File: config.mk
export PLATFORM = sky130hd
export DESIGN_NAME = activation_writer
export DESIGN_NICKNAME = d
export VERILOG_FILES = /design/src/rtl/bna_pkg.sv /design/src/rtl/act_requant.sv /design/src/rtl/activation_writer.sv
export SDC_FILE = /design/constraint.sdc
export NUM_CORES = 1
export LEC_CHECK = 0
export ABC_AREA = 1
export BUFFER_PORTS_ARGS = -buffer_cell sky130_fd_sc_hd__buf_2
export CAP_MARGIN = 20
export CORE_MARGIN = 8
export CORE_UTILIZATION = 25
export DETAILED_ROUTE_END_ITERATION = 12
export SETUP_SLACK_MARGIN = 0.3
export SYNTH_ARGS = -nofsm -noshare
export SYNTH_HDL_FRONTEND = slang
export SYNTH_HIERARCHICAL = 1
export SYNTH_SLANG_ARGS = --single-unit
File: constraint.sdc
create_clock -name clk -period 6.08 [get_ports clk]
set_input_delay 0.912 -clock clk [delete_from_list [all_inputs] [get_ports clk]]
set_output_delay 0.912 -clock clk [all_outputs]
set_load 0.05 [all_outputs]
File: src/rtl/bna_pkg.sv
// Shared definitions for the activation writer block.
//   LANES_PER_WORD : activations packed into one buffer word
//   LANE_IDX_W     : width of a lane-within-word index
//   aw_state_e     : writer FSM state encoding
package bna_pkg;

   localparam int LANES_PER_WORD = 4;
   localparam int LANE_IDX_W     = $clog2(LANES_PER_WORD);

   typedef enum logic [1:0] {
      ST_IDLE  = 2'd0,
      ST_RUN   = 2'd1,
      ST_DRAIN = 2'd2
   } aw_state_e;

endpackage

File: src/rtl/act_requant.sv
// act_requant: combinational requantizer for one accumulator lane.
//   acc   : signed MAC accumulator value
//   shift : right-shift amount (round half up when shift > 0)
//   q     : signed DATA_WIDTH result, saturated
// Optional macro ACT_WRITER_RELU_EN: negative results are clamped to 0.
module act_requant #(
   parameter int DATA_WIDTH    = 7,
   parameter int MAC_ACC_WIDTH = 48,
   parameter int SHIFT_WIDTH   = 6
) (
   input  logic [MAC_ACC_WIDTH-1:0] acc,
   input  logic [SHIFT_WIDTH-1:0]   shift,
   output logic [DATA_WIDTH-1:0]    q
);

   // One guard bit so acc + 2^(shift-1) cannot overflow.
   localparam int W = MAC_ACC_WIDTH + 1;
   localparam logic signed [W-1:0] Q_MAX = (W'(1) <<< (DATA_WIDTH-1)) - W'(1);
   localparam logic signed [W-1:0] Q_MIN = ~Q_MAX;

   logic signed [W-1:0] ext, rnd, shifted;
   logic                big_shift;

   always_comb begin
      ext = {acc[MAC_ACC_WIDTH-1], acc};
      rnd = '0;
      if (shift != '0) rnd = W'(1) << (shift - SHIFT_WIDTH'(1));
      shifted = (ext + rnd) >>> shift;
      // Beyond the guard width the rounding term no longer fits, but the exact
      // answer for any in-range accumulator is 0 there anyway.
      big_shift = int'(shift) > MAC_ACC_WIDTH;

      if (big_shift)             q = '0;
      else if (shifted > Q_MAX)  q = Q_MAX[DATA_WIDTH-1:0];
      else if (shifted < Q_MIN)  q = Q_MIN[DATA_WIDTH-1:0];
      else                       q = shifted[DATA_WIDTH-1:0];
`ifdef ACT_WRITER_RELU_EN
      if (q[DATA_WIDTH-1]) q = '0;
`endif
   end

endmodule

File: src/rtl/activation_writer.sv
// activation_writer: requantizes a stream of accumulator values and packs
// them four per word into the activation buffer.
//   start_i/base_addr_i/num_lanes_i/shift_i : job setup, sampled in IDLE
//   acc_valid_i/acc_ready_o/acc_data_i      : accumulator stream
//   buffer_wr_en_o/_addr_o/buffer_data_o    : buffer RAM write port
//   busy_o, done_o                          : job status
// Pipeline: accept -> stage 1 (requant register) -> stage 2 (pack/output).
// Optional macro ACT_WRITER_RELU_EN (handled in act_requant).
module activation_writer
   import bna_pkg::*;
#(
   parameter int DATA_WIDTH        = 7,
   parameter int MAC_ACC_WIDTH     = 48,
   parameter int BUFFER_ADDR_WIDTH = 15,
   parameter int SHIFT_WIDTH       = 6
) (
   input  logic                              clk,
   input  logic                              rst_n,
   input  logic                              start_i,
   input  logic [BUFFER_ADDR_WIDTH-1:0]      base_addr_i,
   input  logic [BUFFER_ADDR_WIDTH+1:0]      num_lanes_i,
   input  logic [SHIFT_WIDTH-1:0]            shift_i,
   input  logic                              acc_valid_i,
   output logic                              acc_ready_o,
   input  logic [MAC_ACC_WIDTH-1:0]          acc_data_i,
   output logic                              buffer_wr_en_o,
   output logic [BUFFER_ADDR_WIDTH-1:0]      buffer_wr_addr_o,
   output logic [DATA_WIDTH*LANES_PER_WORD-1:0] buffer_data_o,
   output logic                              busy_o,
   output logic                              done_o
);

   localparam int NL_W   = BUFFER_ADDR_WIDTH + 2;
   localparam int STAGES = 2;

   aw_state_e                                  state;
   logic [BUFFER_ADDR_WIDTH-1:0]               wr_ptr;
   logic [NL_W-1:0]                            num_q, lane_cnt;
   logic [SHIFT_WIDTH-1:0]                     shift_q;
   logic [LANE_IDX_W-1:0]                      lane_idx, s1_idx;
   logic [DATA_WIDTH-1:0]                      rq, s1_data;
   logic                                       s1_flush;
   logic [STAGES:1]                            vld_pipe, last_pipe;
   logic [LANES_PER_WORD-1:0][DATA_WIDTH-1:0]  word_buf, new_word, data_q;
   logic                                       accept, is_last;

   assign accept        = acc_valid_i & acc_ready_o;
   assign is_last       = (lane_cnt == num_q - NL_W'(1));
   assign buffer_data_o = data_q;

   act_requant #(
      .DATA_WIDTH   (DATA_WIDTH),
      .MAC_ACC_WIDTH(MAC_ACC_WIDTH),
      .SHIFT_WIDTH  (SHIFT_WIDTH)
   ) u_requant (
      .acc  (acc_data_i),
      .shift(shift_q),
      .q    (rq)
   );

   // Partial word is kept zeroed above the lanes written so far, so a short
   // final word is zero-filled without extra masking.
   always_comb begin
      new_word         = word_buf;
      new_word[s1_idx] = s1_data;
   end

   always_ff @(posedge clk or negedge rst_n) begin
      if (!rst_n) begin
         state            <= ST_IDLE;
         wr_ptr           <= '0;
         num_q            <= '0;
         lane_cnt         <= '0;
         shift_q          <= '0;
         lane_idx         <= '0;
         s1_idx           <= '0;
         s1_data          <= '0;
         s1_flush         <= 1'b0;
         vld_pipe         <= '0;
         last_pipe        <= '0;
         word_buf         <= '0;
         data_q           <= '0;
         buffer_wr_addr_o <= '0;
         buffer_wr_en_o   <= 1'b0;
         acc_ready_o      <= 1'b0;
         busy_o           <= 1'b0;
         done_o           <= 1'b0;
      end else begin
         vld_pipe       <= {vld_pipe[STAGES-1:1], accept};
         last_pipe      <= {last_pipe[STAGES-1:1], accept & is_last};
         buffer_wr_en_o <= 1'b0;
         done_o         <= 1'b0;

         // stage 1: register the requantized lane and its word position
         if (accept) begin
            s1_data  <= rq;
            s1_idx   <= lane_idx;
            s1_flush <= is_last | (lane_idx == LANE_IDX_W'(LANES_PER_WORD-1));
            lane_idx <= lane_idx + LANE_IDX_W'(1);
            lane_cnt <= lane_cnt + NL_W'(1);
         end

         // stage 2: assemble word; emit it on the 4th or final lane
         if (vld_pipe[1]) begin
            if (s1_flush) begin
               data_q           <= new_word;
               word_buf         <= '0;
               buffer_wr_en_o   <= 1'b1;
               buffer_wr_addr_o <= wr_ptr;
               wr_ptr           <= wr_ptr + BUFFER_ADDR_WIDTH'(1);
            end else begin
               word_buf <= new_word;
            end
         end

         case (state)
            ST_IDLE: begin
               if (start_i) begin
                  num_q    <= num_lanes_i;
                  shift_q  <= shift_i;
                  wr_ptr   <= base_addr_i;
                  lane_cnt <= '0;
                  lane_idx <= '0;
                  busy_o   <= 1'b1;
                  if (num_lanes_i == '0) begin
                     done_o <= 1'b1;
                  end else begin
                     state       <= ST_RUN;
                     acc_ready_o <= 1'b1;
                  end
               end else if (done_o) begin
                  busy_o <= 1'b0;
               end
            end
            ST_RUN: begin
               if (accept && is_last) begin
                  state       <= ST_DRAIN;
                  acc_ready_o <= 1'b0;
               end
            end
            ST_DRAIN: begin
               // final lane has reached the output register this cycle
               if (vld_pipe[STAGES] && last_pipe[STAGES]) begin
                  state  <= ST_IDLE;
                  done_o <= 1'b1;
               end
            end
            default: begin
               state       <= ST_IDLE;
               acc_ready_o <= 1'b0;
            end
         endcase
      end
   end

endmodule

==> impl_metrics.env <==
export IMPL_peakVddDrop_uv=197
export IMPL_wl_per_cell_um=16.2
export IMPL_layout_common_cells="956 x nand2_1, 476 x nand3_1, 368 x inv_1"
export IMPL_synth_warnings=6
export IMPL_io_buffers=136
export IMPL_max_freq_mhz=184
export IMPL_netlist_top_cell_by_area="dfrtp_1"
export IMPL_crit_reg2reg_launch="shift_q[0]$_DFFE_PN0P_"
export IMPL_synth_top_cell_area_share_pct=22.4
export IMPL_initial_core_util_pct=25.2
export IMPL_cts_made_buffers=17
export IMPL_placedCellCount=3791
export IMPL_die_w_um=273
export IMPL_drtAntennaViolNets=0
export IMPL_antenna_cells=0
export IMPL_stdcell_count=3826
export IMPL_routabilityCongestion=1.03
export IMPL_clkLatencyLatePin_ns=0.44
export IMPL_vias=18600
export IMPL_slowest_delay_ns=0.44
export IMPL_core_area_um2=65600
export IMPL_ys_seq_elements=148
export IMPL_arrival_ns=5.75
export IMPL_syn_area_um2=16500
export IMPL_min_from="last_pipe[1]$_DFF_PN0_"
export IMPL_crit_fanout=13
export IMPL_cts_path_max_buffers=2
export IMPL_cts_root_buf="clkbuf_16"
export IMPL_drive_above_1_share_pct=13.5
export IMPL_clkTransAtPathRegs_ns=0.07
export IMPL_viasPerCell=4.87
export IMPL_cp_start_kind="flip-flop"
export IMPL_ys_top_cells_by_area="dfrtp_1 22%, nand2_1 22%, nand3_1 15%, inv_1 8.4%, nor2_1 4.8%"
export IMPL_die_h_um=273
export IMPL_p_per_area_nw_per_um2=123
export IMPL_post_route_min_period_ns=5.44
export IMPL_required_ns=6.39
export IMPL_crit_top_cell="nand2_1"
export IMPL_ctsHoldBuffers=0
export IMPL_worst_pin_slew_ns=1.09
export IMPL_startpoint="shift_q[0]$_DFFE_PN0P_"
export IMPL_io_pins=137
export IMPL_dr_first_iter_drc_count=1788
export IMPL_grt_pass1_wl_um=97000
export IMPL_fin_util_pct=28.5
export IMPL_fin_area_um2=18700
export IMPL_die_area_um2=74500
export IMPL_finClkSkew_ns=0.0186
export IMPL_crit_path_top_delay_cell="dfrtp_2"
export IMPL_syn_nets=3022
export IMPL_crit_path_end_kind="flip-flop"
export IMPL_grt_pass1_vias=17100
export IMPL_grt_max_degree=106
export IMPL_drc=0
export IMPL_dp_hpwl_um=49700
export IMPL_outcome="complete, no violations"
export IMPL_drt_first_pass_iters=8
export IMPL_drv_cap=0
export IMPL_synth_seq_area_share_pct=22.4
export IMPL_synthCells=2879
export IMPL_num_rows=94
export IMPL_totalWireLength_um=62000
export IMPL_period_share_pct=89.5
export IMPL_tns_ns=0
export IMPL_syn_avg_cell_area_um2=5.74
export IMPL_cts_htree_levels=4
export IMPL_rsz0062_at_grt="yes"
export IMPL_p_leak_nw=10.1
export IMPL_antenna_found_initial=0
export IMPL_grt_overflow=0
export IMPL_relSlewSlack_pct=27.5
export IMPL_min_path_type="reg -> reg"
export IMPL_layout_commonest_cell="nand2_1"
export IMPL_crit_type="reg -> reg"
export IMPL_slew_viol_final=0
export IMPL_finalSetupViolCount=0
export IMPL_nets=3094
export IMPL_cts_sinks=148
export IMPL_grt_util_all_layers_pct=16.1
export IMPL_cts_tree="done"
export IMPL_synth_distinct_cells=44
export IMPL_dpl_cell_area_um2=18000
export IMPL_final_hold_viol_count=0
export IMPL_synthToLayoutAreaGrowth_pct=13.3
worst paths after layout:
kind                                          end  slack [ns]  cells after the start
min                        last_pipe[2]$_DFF_PN0_        0.36                      0
max                        s1_data[0]$_DFFE_PN0P_        0.64                     37
min reg2reg                last_pipe[2]$_DFF_PN0_        0.36                      0
max in group asynchronous  shift_q[3]$_DFFE_PN0P_        4.23                      2
min in group asynchronous     wr_ptr[3]$_DFF_PN0_        0.61                      1
max reg2reg                s1_data[0]$_DFFE_PN0P_        0.64                     37
state kept, by name (all words and copies together) (netlist names):
signal / cells
num_q: 17
state: 2
word_buf: 28
busy_o: 1
last_pipe: 2
done_o: 1
s1_flush: 1
lane_cnt: 17
buffer_wr_en_o: 1
buffer_data_o: 28
s1_data: 7
vld_pipe: 2
lane_idx: 2
buffer_wr_addr_o: 15
acc_ready_o: 1
wr_ptr: 15
shift_q: 6
s1_idx: 2
metal layers:
metal	routed length, um	track usage [%]	vias up
met1	28200	22.6	8583
met4	1630	4.29	0
met2	27800	26.0	628
met3	4380	1.72	87
met5	0	0	-
li1	-	-	9339
critical path, delay by kind of cell (launching register included):
kind                       cells  cell delay, ns
and+or+nand+nor               30            4.03
DFF                            1            0.44
buffers and inverters          4            0.40
adders and majority gates      1            0.26
AOI/OAI and AO/OA              2            0.16
area by class of cell:
| type | instances | area (um^2) |
|---|---|---|
| Tap cell | 864 | 1080 |
| Timing Repair Buffer | 164 | 966 |
| Clock buffer | 18 | 439 |
| Multi-Input combinational cell | 2223 | 10900 |
| Fill cell | 7516 | 46900 |
| Sequential cell | 148 | 3710 |
| Clock inverter | 12 | 109 |
| Inverter | 397 | 1500 |
metrics by stage:
stage	setup WS [ns]	hold WS, ns	total power [mW]
after detailed placement	0.374	0.337	1.32
after CTS	0.340	0.351	2.34
after global placement	0.384	0.332	1.32
after global routing	0.277	0.365	2.41
after floorplan	1.58	0.331	1.20
final	0.635	0.361	2.31
cells in the mapped netlist (all sizes together):
library cell  instances
o22ai                31
buf                  58
fa                    1
clkinv                6
clkbuf               53
nor4                  3
inv                 391
nand3               524
o211ai                2
o21ai               129
nand4                38
nor3                 25
nand3b                4
xnor2                11
a21oi                72
a211oi                2
or2                   7
dfrtp               148
and2                  5
a31oi                 3
and3                  2
a21o                  1
o21bai                7
xor2                 23
nor2                265
nand2              1013
a22oi                 1
o31ai                 2
ha                   52
power breakdown:
group | total (mW) | switching [mW] | internal, mW | leakage [nW]
Combinational | 0.322 | 0.218 | 0.104 | 7.96
Sequential | 0.985 | 0 | 0.985 | 1.91
Clock | 1.00 | 0.434 | 0.569 | 0.256
kinds of logic after synthesis:
| logic type | after synthesis | share of synthesized area [%] |
|---|---|---|
| fa+ha+maj | 53 | 4.06 |
| compound gates | 250 | 8.08 |
| xor+xnor | 34 | 1.80 |
| simple gates | 1886 | 51.6 |
| buf+inv | 508 | 12.0 |
| flops | 148 | 22.4 |
repair_timing:
action                                  in CTS  in global routing
setup buffers                                0                  3
endpoints found under the setup margin       0                  6
gates resized for setup                      0                 31
No activity file was read; power rests on OpenSTA's default activity.
